==> config.mk <==
export PLATFORM = sky130hd
export DESIGN_NAME = scr_tail_pad
export DESIGN_NICKNAME = d
export VERILOG_FILES = /design/src/rtl/scr_tail_pad.sv
export SDC_FILE = /design/constraint.sdc
export NUM_CORES = 1
export LEC_CHECK = 0
export BUFFER_PORTS_ARGS = -buffer_cell sky130_fd_sc_hd__buf_2
export CORE_MARGIN = 2
export CORE_UTILIZATION = 45
export CTS_CLUSTER_SIZE = 14
export DETAILED_ROUTE_END_ITERATION = 6
export HOLD_SLACK_MARGIN = 0.05
export PLACE_DENSITY_LB_ADDON = 0.08
export SLEW_MARGIN = 20
export SYNTH_ARGS = -nofsm -noshare
export SYNTH_HDL_FRONTEND = slang
export SYNTH_SLANG_ARGS = --single-unit
==> constraint.sdc <==
create_clock -name clk_i -period 2.76 [get_ports clk_i]
set_clock_uncertainty 0.1 [all_clocks]
set_input_delay 0.552 -clock clk_i [delete_from_list [all_inputs] [get_ports clk_i]]
set_output_delay 0.552 -clock clk_i [all_outputs]
set_load 0.02 [all_outputs]
==> src/rtl/scr_tail_pad.sv <==
// scr_tail_pad: 802.11a DATA-field framing and scrambling stage.
// Each frame is emitted as 16 scrambled SERVICE zeros, 8*LEN scrambled PSDU
// bits, 6 zero tail bits, then scrambled pad bits that fill out the last
// OFDM symbol (N_DBPS selected by the RATE code).
// Build option: define SCR_SEED_PORT_EN to add a seed_i input port that
// supplies the scrambler seed at start. Without it, the SEED parameter
// supplies the seed.
//
// Handshake: di_vld_i is a valid-only strobe with no back-pressure. The
// block accepts a di_i bit on every clock edge where di_vld_i is high and
// the FSM is in DATA, up to 8*LEN bits. It ignores di_vld_i at all other
// times. do_vld_o marks each output bit; the encoder must always take it.
module scr_tail_pad #(
    parameter logic [6:0] SEED = 7'h7F
) (
    input  logic        clk_i,
    input  logic        rst_i,
    input  logic        start_i,
    input  logic [11:0] di_len_i,
    input  logic [3:0]  di_type_i,
    input  logic        di_i,
    input  logic        di_vld_i,
`ifdef SCR_SEED_PORT_EN
    input  logic [6:0]  seed_i,
`endif
    output logic        rd_en_o,
    output logic        do_o,
    output logic        do_vld_o,
    output logic        do_last_o,
    output logic        busy_o,
    output logic        rate_err_o,
    output logic [2:0]  state_o
);

    typedef enum logic [2:0] {
        S_IDLE    = 3'd0,
        S_SERVICE = 3'd1,
        S_DATA    = 3'd2,
        S_TAIL    = 3'd3,
        S_PAD     = 3'd4
    } state_t;

    state_t      state_q, state_d;
    logic [14:0] bit_cnt_q, bit_cnt_d;
    logic [7:0]  sym_cnt_q, sym_cnt_d;
    logic [6:0]  lfsr_q, lfsr_d;
    logic [11:0] len_q, len_d;
    logic [7:0]  ndbps_q, ndbps_d;
    logic        rd_en_q, rd_en_d;
    logic        do_q, do_d;
    logic        do_vld_q, do_vld_d;
    logic        do_last_q, do_last_d;
    logic        busy_q, busy_d;
    logic        rate_err_q, rate_err_d;

    logic [7:0]  ndbps_in;
    logic        start_ok;
    logic        accept;
    logic        emit;
    logic        fb;
    logic        sym_last;
    logic [14:0] data_last;
    logic [6:0]  seed_eff;

    // RATE code to data bits per OFDM symbol. A return value of zero means
    // the code is not a valid RATE.
    function automatic logic [7:0] ndbps_lut(input logic [3:0] code);
        logic [7:0] r;
        case (code)
            4'b1101: r = 8'd24;
            4'b1111: r = 8'd36;
            4'b0101: r = 8'd48;
            4'b0111: r = 8'd72;
            4'b1001: r = 8'd96;
            4'b1011: r = 8'd144;
            4'b0001: r = 8'd192;
            4'b0011: r = 8'd216;
            default: r = 8'd0;
        endcase
        return r;
    endfunction

`ifdef SCR_SEED_PORT_EN
    assign seed_eff = (seed_i == 7'd0) ? 7'h7F : seed_i;
`else
    assign seed_eff = (SEED == 7'd0) ? 7'h7F : SEED;
`endif

    // While busy_q is high (which includes the do_last cycle), start is
    // ignored even though the state has already returned to IDLE.
    assign ndbps_in  = ndbps_lut(di_type_i);
    assign start_ok  = (state_q == S_IDLE) && start_i && !busy_q;
    assign accept    = start_ok && (ndbps_in != 8'd0);
    assign fb        = lfsr_q[6] ^ lfsr_q[3];
    assign sym_last  = (sym_cnt_q == (ndbps_q - 8'd1));
    assign data_last = {len_q, 3'b000} - 15'd1;

    // State register and frame counters.
    always_ff @(posedge clk_i or posedge rst_i) begin
        if (rst_i) begin
            state_q   <= S_IDLE;
            bit_cnt_q <= '0;
        end else begin
            state_q   <= state_d;
            bit_cnt_q <= bit_cnt_d;
        end
    end

    // Next-state logic. bit_cnt counts bits within the current phase.
    always_comb begin
        state_d   = state_q;
        bit_cnt_d = bit_cnt_q;
        case (state_q)
            S_IDLE: begin
                if (accept) begin
                    state_d   = S_SERVICE;
                    bit_cnt_d = '0;
                end
            end
            S_SERVICE: begin
                if (bit_cnt_q == 15'd15) begin
                    bit_cnt_d = '0;
                    state_d   = (len_q == 12'd0) ? S_TAIL : S_DATA;
                end else begin
                    bit_cnt_d = bit_cnt_q + 15'd1;
                end
            end
            S_DATA: begin
                if (di_vld_i) begin
                    if (bit_cnt_q == data_last) begin
                        bit_cnt_d = '0;
                        state_d   = S_TAIL;
                    end else begin
                        bit_cnt_d = bit_cnt_q + 15'd1;
                    end
                end
            end
            S_TAIL: begin
                if (bit_cnt_q == 15'd5) begin
                    bit_cnt_d = '0;
                    state_d   = sym_last ? S_IDLE : S_PAD;
                end else begin
                    bit_cnt_d = bit_cnt_q + 15'd1;
                end
            end
            S_PAD: begin
                if (sym_last) begin
                    state_d = S_IDLE;
                end
            end
            default: begin
                state_d   = S_IDLE;
                bit_cnt_d = '0;
            end
        endcase
    end

    // Output and datapath next values. The LFSR and the symbol counter
    // advance once per emitted bit, and tail bits count as emitted bits.
    always_comb begin
        emit       = 1'b0;
        do_d       = 1'b0;
        lfsr_d     = lfsr_q;
        sym_cnt_d  = sym_cnt_q;
        len_d      = len_q;
        ndbps_d    = ndbps_q;
        rd_en_d    = 1'b0;
        do_last_d  = 1'b0;
        rate_err_d = start_ok && (ndbps_in == 8'd0);
        case (state_q)
            S_SERVICE: begin
                emit    = 1'b1;
                do_d    = fb;
                rd_en_d = (bit_cnt_q == 15'd15) && (len_q != 12'd0);
            end
            S_DATA: begin
                emit = di_vld_i;
                do_d = di_vld_i & (di_i ^ fb);
            end
            S_TAIL: begin
                emit      = 1'b1;
                do_d      = 1'b0;
                do_last_d = (bit_cnt_q == 15'd5) && sym_last;
            end
            S_PAD: begin
                emit      = 1'b1;
                do_d      = fb;
                do_last_d = sym_last;
            end
            default: begin
                emit = 1'b0;
            end
        endcase
        if (accept) begin
            lfsr_d    = seed_eff;
            sym_cnt_d = '0;
            len_d     = di_len_i;
            ndbps_d   = ndbps_in;
        end else if (emit) begin
            lfsr_d    = {lfsr_q[5:0], fb};
            sym_cnt_d = sym_last ? 8'd0 : sym_cnt_q + 8'd1;
        end
        do_vld_d = emit;
        busy_d   = (state_d != S_IDLE) || do_last_d;
    end

    // Registered outputs and datapath state.
    always_ff @(posedge clk_i or posedge rst_i) begin
        if (rst_i) begin
            lfsr_q     <= seed_eff;
            sym_cnt_q  <= '0;
            len_q      <= '0;
            ndbps_q    <= '0;
            rd_en_q    <= 1'b0;
            do_q       <= 1'b0;
            do_vld_q   <= 1'b0;
            do_last_q  <= 1'b0;
            busy_q     <= 1'b0;
            rate_err_q <= 1'b0;
        end else begin
            lfsr_q     <= lfsr_d;
            sym_cnt_q  <= sym_cnt_d;
            len_q      <= len_d;
            ndbps_q    <= ndbps_d;
            rd_en_q    <= rd_en_d;
            do_q       <= do_d;
            do_vld_q   <= do_vld_d;
            do_last_q  <= do_last_d;
            busy_q     <= busy_d;
            rate_err_q <= rate_err_d;
        end
    end

    assign rd_en_o    = rd_en_q;
    assign do_o       = do_q;
    assign do_vld_o   = do_vld_q;
    assign do_last_o  = do_last_q;
    assign busy_o     = busy_q;
    assign rate_err_o = rate_err_q;
    assign state_o    = state_q;

endmodule

==> impl_metrics.xml <==
<?xml version="1.0" encoding="UTF-8"?>
<metrics>
  <group name="worst_setup_path">
    <metric name="worst-r2r-setup-slack" unit="ns">0.15</metric>
    <metric name="timing.critical_path.from" unit="">len_q[1]$_DFFE_PP0P_</metric>
    <metric name="endpoint_of_the_worst_register_to_register_path" unit="">bit_cnt_q[6]$_DFFE_PP0P_</metric>
    <metric name="worstSetupPathType" unit="">flop to flop</metric>
    <metric name="critPathMaxFanout" unit="">25</metric>
    <metric name="worstSetupStartpointType" unit="">flop</metric>
    <metric name="worst_setup_path_endpoint" unit="">bit_cnt_q[6]$_DFFE_PP0P_</metric>
    <metric name="reg2reg_depth" unit="">10</metric>
    <metric name="category_of_the_worst_setup_path_capture_point" unit="">flop</metric>
    <metric name="cp.arrival" unit="ns">2.75</metric>
    <metric name="required_time_of_the_worst_setup_path" unit="ns">2.90</metric>
    <metric name="crit-reg2reg-launch" unit="">len_q[1]$_DFFE_PP0P_</metric>
  </group>
  <group name="synth">
    <metric name="yosys.cell_count.top_type" unit="">sky130_fd_sc_hd__nand2_1</metric>
    <metric name="number_of_instances_in_the_synthesized_netlist" unit="">393</metric>
    <metric name="dominant_synthesized_flop_cell" unit="">sky130_fd_sc_hd__dfrtp_1</metric>
    <metric name="synth_top_cell_by_area" unit="">sky130_fd_sc_hd__dfrtp_1</metric>
    <metric name="ys_ff_latch" unit="">57</metric>
    <metric name="synth_top_area_share" unit="%">36.31</metric>
    <metric name="part_of_the_yosys_area_used_for_sequential_elements" unit="%">41.65</metric>
    <metric name="synth.lib_cells_used.distinct" unit="">56</metric>
    <metric name="yosysWarnings" unit="">0</metric>
    <metric name="synthTopCellsByCount" unit="">sky130_fd_sc_hd__nand2_1, sky130_fd_sc_hd__dfrtp_1, sky130_fd_sc_hd__o21ai_0</metric>
    <metric name="proportion_of_synthesized_flip_flops_having_asynchronous_set_or_reset" unit="%">100.0</metric>
    <metric name="cell_types_occupying_the_most_area_after_synthesis" unit="">sky130_fd_sc_hd__dfrtp_1, sky130_fd_sc_hd__nand2_1, sky130_fd_sc_hd__dfstp_2</metric>
    <metric name="mappedNetlistArea" unit="um2">3446</metric>
    <metric name="syn-mean-instance-area" unit="um2">8.768</metric>
    <metric name="number_of_enable_flip_flop_cells_after_synthesis" unit="">0</metric>
    <metric name="synth.net_count" unit="">419</metric>
  </group>
  <group name="global_route">
    <metric name="grt_overflow_total" unit="">0</metric>
    <metric name="grt_usage" unit="%">20.26</metric>
    <metric name="first_global_vias" unit="">2798</metric>
    <metric name="antenna_found_initial" unit="">0</metric>
    <metric name="maximum_number_of_pins_on_one_net_before_global_route_repair" unit="">30</metric>
    <metric name="grt_pass1_wl" unit="um">13460</metric>
  </group>
  <group name="placement">
    <metric name="globalplace.congestion" unit="">0.8437</metric>
    <metric name="detailed_place.area" unit="um2">3749</metric>
    <metric name="port-buffer-count" unit="">29</metric>
    <metric name="hpwl_dp" unit="um">5504</metric>
  </group>
  <group name="clocking">
    <metric name="worstSkewPairLatency" unit="ns">0.35</metric>
    <metric name="cts_tree" unit="">done</metric>
    <metric name="htree_levels" unit="">3</metric>
    <metric name="total_of_cells_resized_after_clock_tree_synthesis" unit="">0</metric>
    <metric name="ctsRootBufferMaster" unit="">sky130_fd_sc_hd__clkbuf_8</metric>
    <metric name="tritoncts_num_sinks" unit="">57</metric>
    <metric name="cts.path.max_buffers" unit="">2</metric>
    <metric name="cts_post_setup_buffers_inserted" unit="">0</metric>
    <metric name="cts_buffers" unit="">9</metric>
    <metric name="clkTransAtPathRegs" unit="ns">0.07</metric>
    <metric name="cts_hold_repair.buffers" unit="">0</metric>
  </group>
  <group name="run_status">
    <metric name="run_status" unit="">completed</metric>
  </group>
  <group name="detailed_routing">
    <metric name="firstDrtPassIters" unit="">4</metric>
    <metric name="avgRoutedWirePerCell" unit="um">14.31</metric>
    <metric name="initialDrtViolationCount" unit="">85</metric>
    <metric name="route.vias.total" unit="">2903</metric>
    <metric name="antenna_violating_nets_remaining" unit="">0</metric>
    <metric name="drt_drc_violations_left" unit="">0</metric>
    <metric name="vias_per_cell" unit="">5.467</metric>
    <metric name="routed_wl" unit="um">7601</metric>
  </group>
  <group name="timing">
    <metric name="final_hold_viol_count" unit="">0</metric>
    <metric name="final_setup_violation_count" unit="">0</metric>
    <metric name="max_freq" unit="GHz">0.3824</metric>
    <metric name="crit_share_post_route" unit="%">94.74</metric>
    <metric name="worst_slew_pin_slew" unit="ns">0.6357</metric>
    <metric name="max-slew-margin-rel" unit="%">57.56</metric>
    <metric name="maxSlewViolCount" unit="">0</metric>
    <metric name="final_period_minus_worst_setup_slack" unit="ns">2.615</metric>
  </group>
  <group name="cells_and_area">
    <metric name="sequential_cell_area" unit="um2">1435</metric>
    <metric name="nets" unit="">453</metric>
    <metric name="fillerInstances" unit="">698</metric>
    <metric name="n_antenna_cell" unit="">0</metric>
    <metric name="layout-drive-gt1-share" unit="%">18.98</metric>
    <metric name="area_growth" unit="%">15.32</metric>
    <metric name="post-route-util" unit="%">54.21</metric>
    <metric name="final_area" unit="um2">3974</metric>
    <metric name="multiInputGateArea" unit="um2">1869</metric>
  </group>
  <group name="flow_run">
    <metric name="drv.max_cap_violation_count" unit="">0</metric>
  </group>
  <group name="die">
    <metric name="top_level_ports" unit="">30</metric>
    <metric name="floorplan.die.height" unit="um">91.51</metric>
    <metric name="floorplan.initialDensity" unit="%">47.00</metric>
    <metric name="coreArea" unit="um2">7331</metric>
    <metric name="core.rowCount" unit="">31</metric>
    <metric name="floorplan.die_area" unit="um2">8373</metric>
    <metric name="die_wd" unit="um">91.51</metric>
  </group>
  <group name="power">
    <metric name="vdd_ir_drop_max" unit="uV">256.5</metric>
    <metric name="leakage" unit="nW">1.891</metric>
    <metric name="pwr_density_cell" unit="nW/um2">596.8</metric>
  </group>
  <group name="worst_hold_path">
    <metric name="hp-class" unit="">input pin to async pin</metric>
  </group>
</metrics>
-- flip-flops by register name (all words and copies together), names as in the netlist --
signal      flops
do_o            1
sym_cnt_q       8
do_last_o       1
do_vld_o        1
rate_err_o      1
ndbps_q         6
busy_o          1
bit_cnt_q      15
rd_en_o         1
state_o         3
lfsr_q          7
len_q          12
-- layer usage --
metal	wire length, um	vias up	part of all wire (%)	global-route usage (%)
met3	319	8	4.2	4.398
met2	3331	47	44	29.66
met5	0	-	0	0
li1	-	1463	-	-
met4	85	0	1.1	7.197
met1	3865	1385	51	29.42
-- stage by stage --
step,TNS (ns),power (mW),hold slack [ns],worst slack [ns],instances
after floorplan,0,1.392,0.3677,0.1256,393
after global placement,0,1.502,0.3486,0.1829,515
after detailed placement,0,1.512,0.3493,0.09525,515
after CTS,0,2.398,0.1970,0.09069,531
after global routing,-0.009013,2.514,0.2344,-0.007370,531
final,0,2.372,0.1840,0.1453,531
-- power breakdown --
part | switching (mW) | internal [mW] | leakage [nW] | total [mW]
Sequential | 0.112 | 0.989 | 0.722 | 1.10
Combinational | 0.205 | 0.188 | 1.06 | 0.393
Clock | 0.370 | 0.507 | 0.106 | 0.877
Total | 0.687 | 1.69 | 1.89 | 2.37
-- layout by cell type (no fill, tap or decap), types with 3 or more instances in the layout --
cell type	synthesis	routed
sky130_fd_sc_hd__nand2b_1	7	7
sky130_fd_sc_hd__xnor2_1	12	12
sky130_fd_sc_hd__buf_2	2	29
sky130_fd_sc_hd__nor2b_1	6	6
sky130_fd_sc_hd__a21o_1	6	6
sky130_fd_sc_hd__o211ai_1	8	8
sky130_fd_sc_hd__nand3_1	18	18
sky130_fd_sc_hd__dfstp_2	7	7
sky130_fd_sc_hd__nand2_1	69	69
sky130_fd_sc_hd__o2111ai_1	3	3
sky130_fd_sc_hd__o21ai_0	27	26
sky130_fd_sc_hd__o31ai_1	4	4
sky130_fd_sc_hd__a21oi_1	12	12
sky130_fd_sc_hd__or2_2	3	3
sky130_fd_sc_hd__nor2_1	21	21
sky130_fd_sc_hd__inv_1	10	9
sky130_fd_sc_hd__and3_1	12	12
sky130_fd_sc_hd__xor2_1	12	12
sky130_fd_sc_hd__nor3_1	11	11
sky130_fd_sc_hd__nand3b_1	5	5
sky130_fd_sc_hd__or3_1	5	5
sky130_fd_sc_hd__buf_4	1	14
sky130_fd_sc_hd__nor3_2	3	3
sky130_fd_sc_hd__nand4b_1	3	3
sky130_fd_sc_hd__dfrtp_1	50	50
sky130_fd_sc_hd__a211o_1	3	3
sky130_fd_sc_hd__clkbuf_8	0	9
sky130_fd_sc_hd__nor4_1	5	5
sky130_fd_sc_hd__ha_1	5	5
sky130_fd_sc_hd__nor3b_1	3	3
sky130_fd_sc_hd__mux2i_1	8	8
sky130_fd_sc_hd__nand4_1	4	4
-- critical path, cell delays in order (launching register included) --
cell	delay, ns
sky130_fd_sc_hd__dfrtp_1	0.40
sky130_fd_sc_hd__inv_1	0.08
sky130_fd_sc_hd__ha_1	0.17
sky130_fd_sc_hd__or4b_1	0.50
sky130_fd_sc_hd__a21oi_1	0.18
sky130_fd_sc_hd__nand4b_1	0.14
sky130_fd_sc_hd__a32oi_2	0.27
sky130_fd_sc_hd__o2bb2ai_2	0.17
sky130_fd_sc_hd__buf_12	0.18
sky130_fd_sc_hd__nor3_1	0.06
sky130_fd_sc_hd__a211o_1	0.27
-- cell families after synthesis --
logic type,count (synthesis),share of synthesized area (%)
simple gates,183,27.27
compound gates,82,15.72
flops,57,41.65
buf+inv,32,4.321
xor+xnor,25,6.572
mux,9,2.651
fa+ha+maj,5,1.816
-- cell type report --
cell class / count / area share, %
repair buffers: 45 / 7.305
flip-flops and latches: 57 / 36.11
clock inverters: 7 / 2.361
clock buffers: 9 / 3.117
well taps: 99 / 3.117
inverters: 10 / 0.9446
multi-input cells: 304 / 47.04
-- how the worst min path moves through the flow --
stage | start | to | slack (ns)
floorplan | sym_cnt_q[1]$_DFFE_PP0P_ | sym_cnt_q[1]$_DFFE_PP0P_ | 0.37
global placement | busy_o$_DFF_PP0_ | rate_err_o$_DFF_PP0_ | 0.35
detailed placement | busy_o$_DFF_PP0_ | rate_err_o$_DFF_PP0_ | 0.35
CTS | rst_i | sym_cnt_q[6]$_DFFE_PP0P_ | 0.20
global route | rst_i | ndbps_q[2]$_DFFE_PP0P_ | 0.23
finish | rst_i | sym_cnt_q[2]$_DFFE_PP0P_ | 0.18
Note: power is estimated with default switching activity, not from simulation.
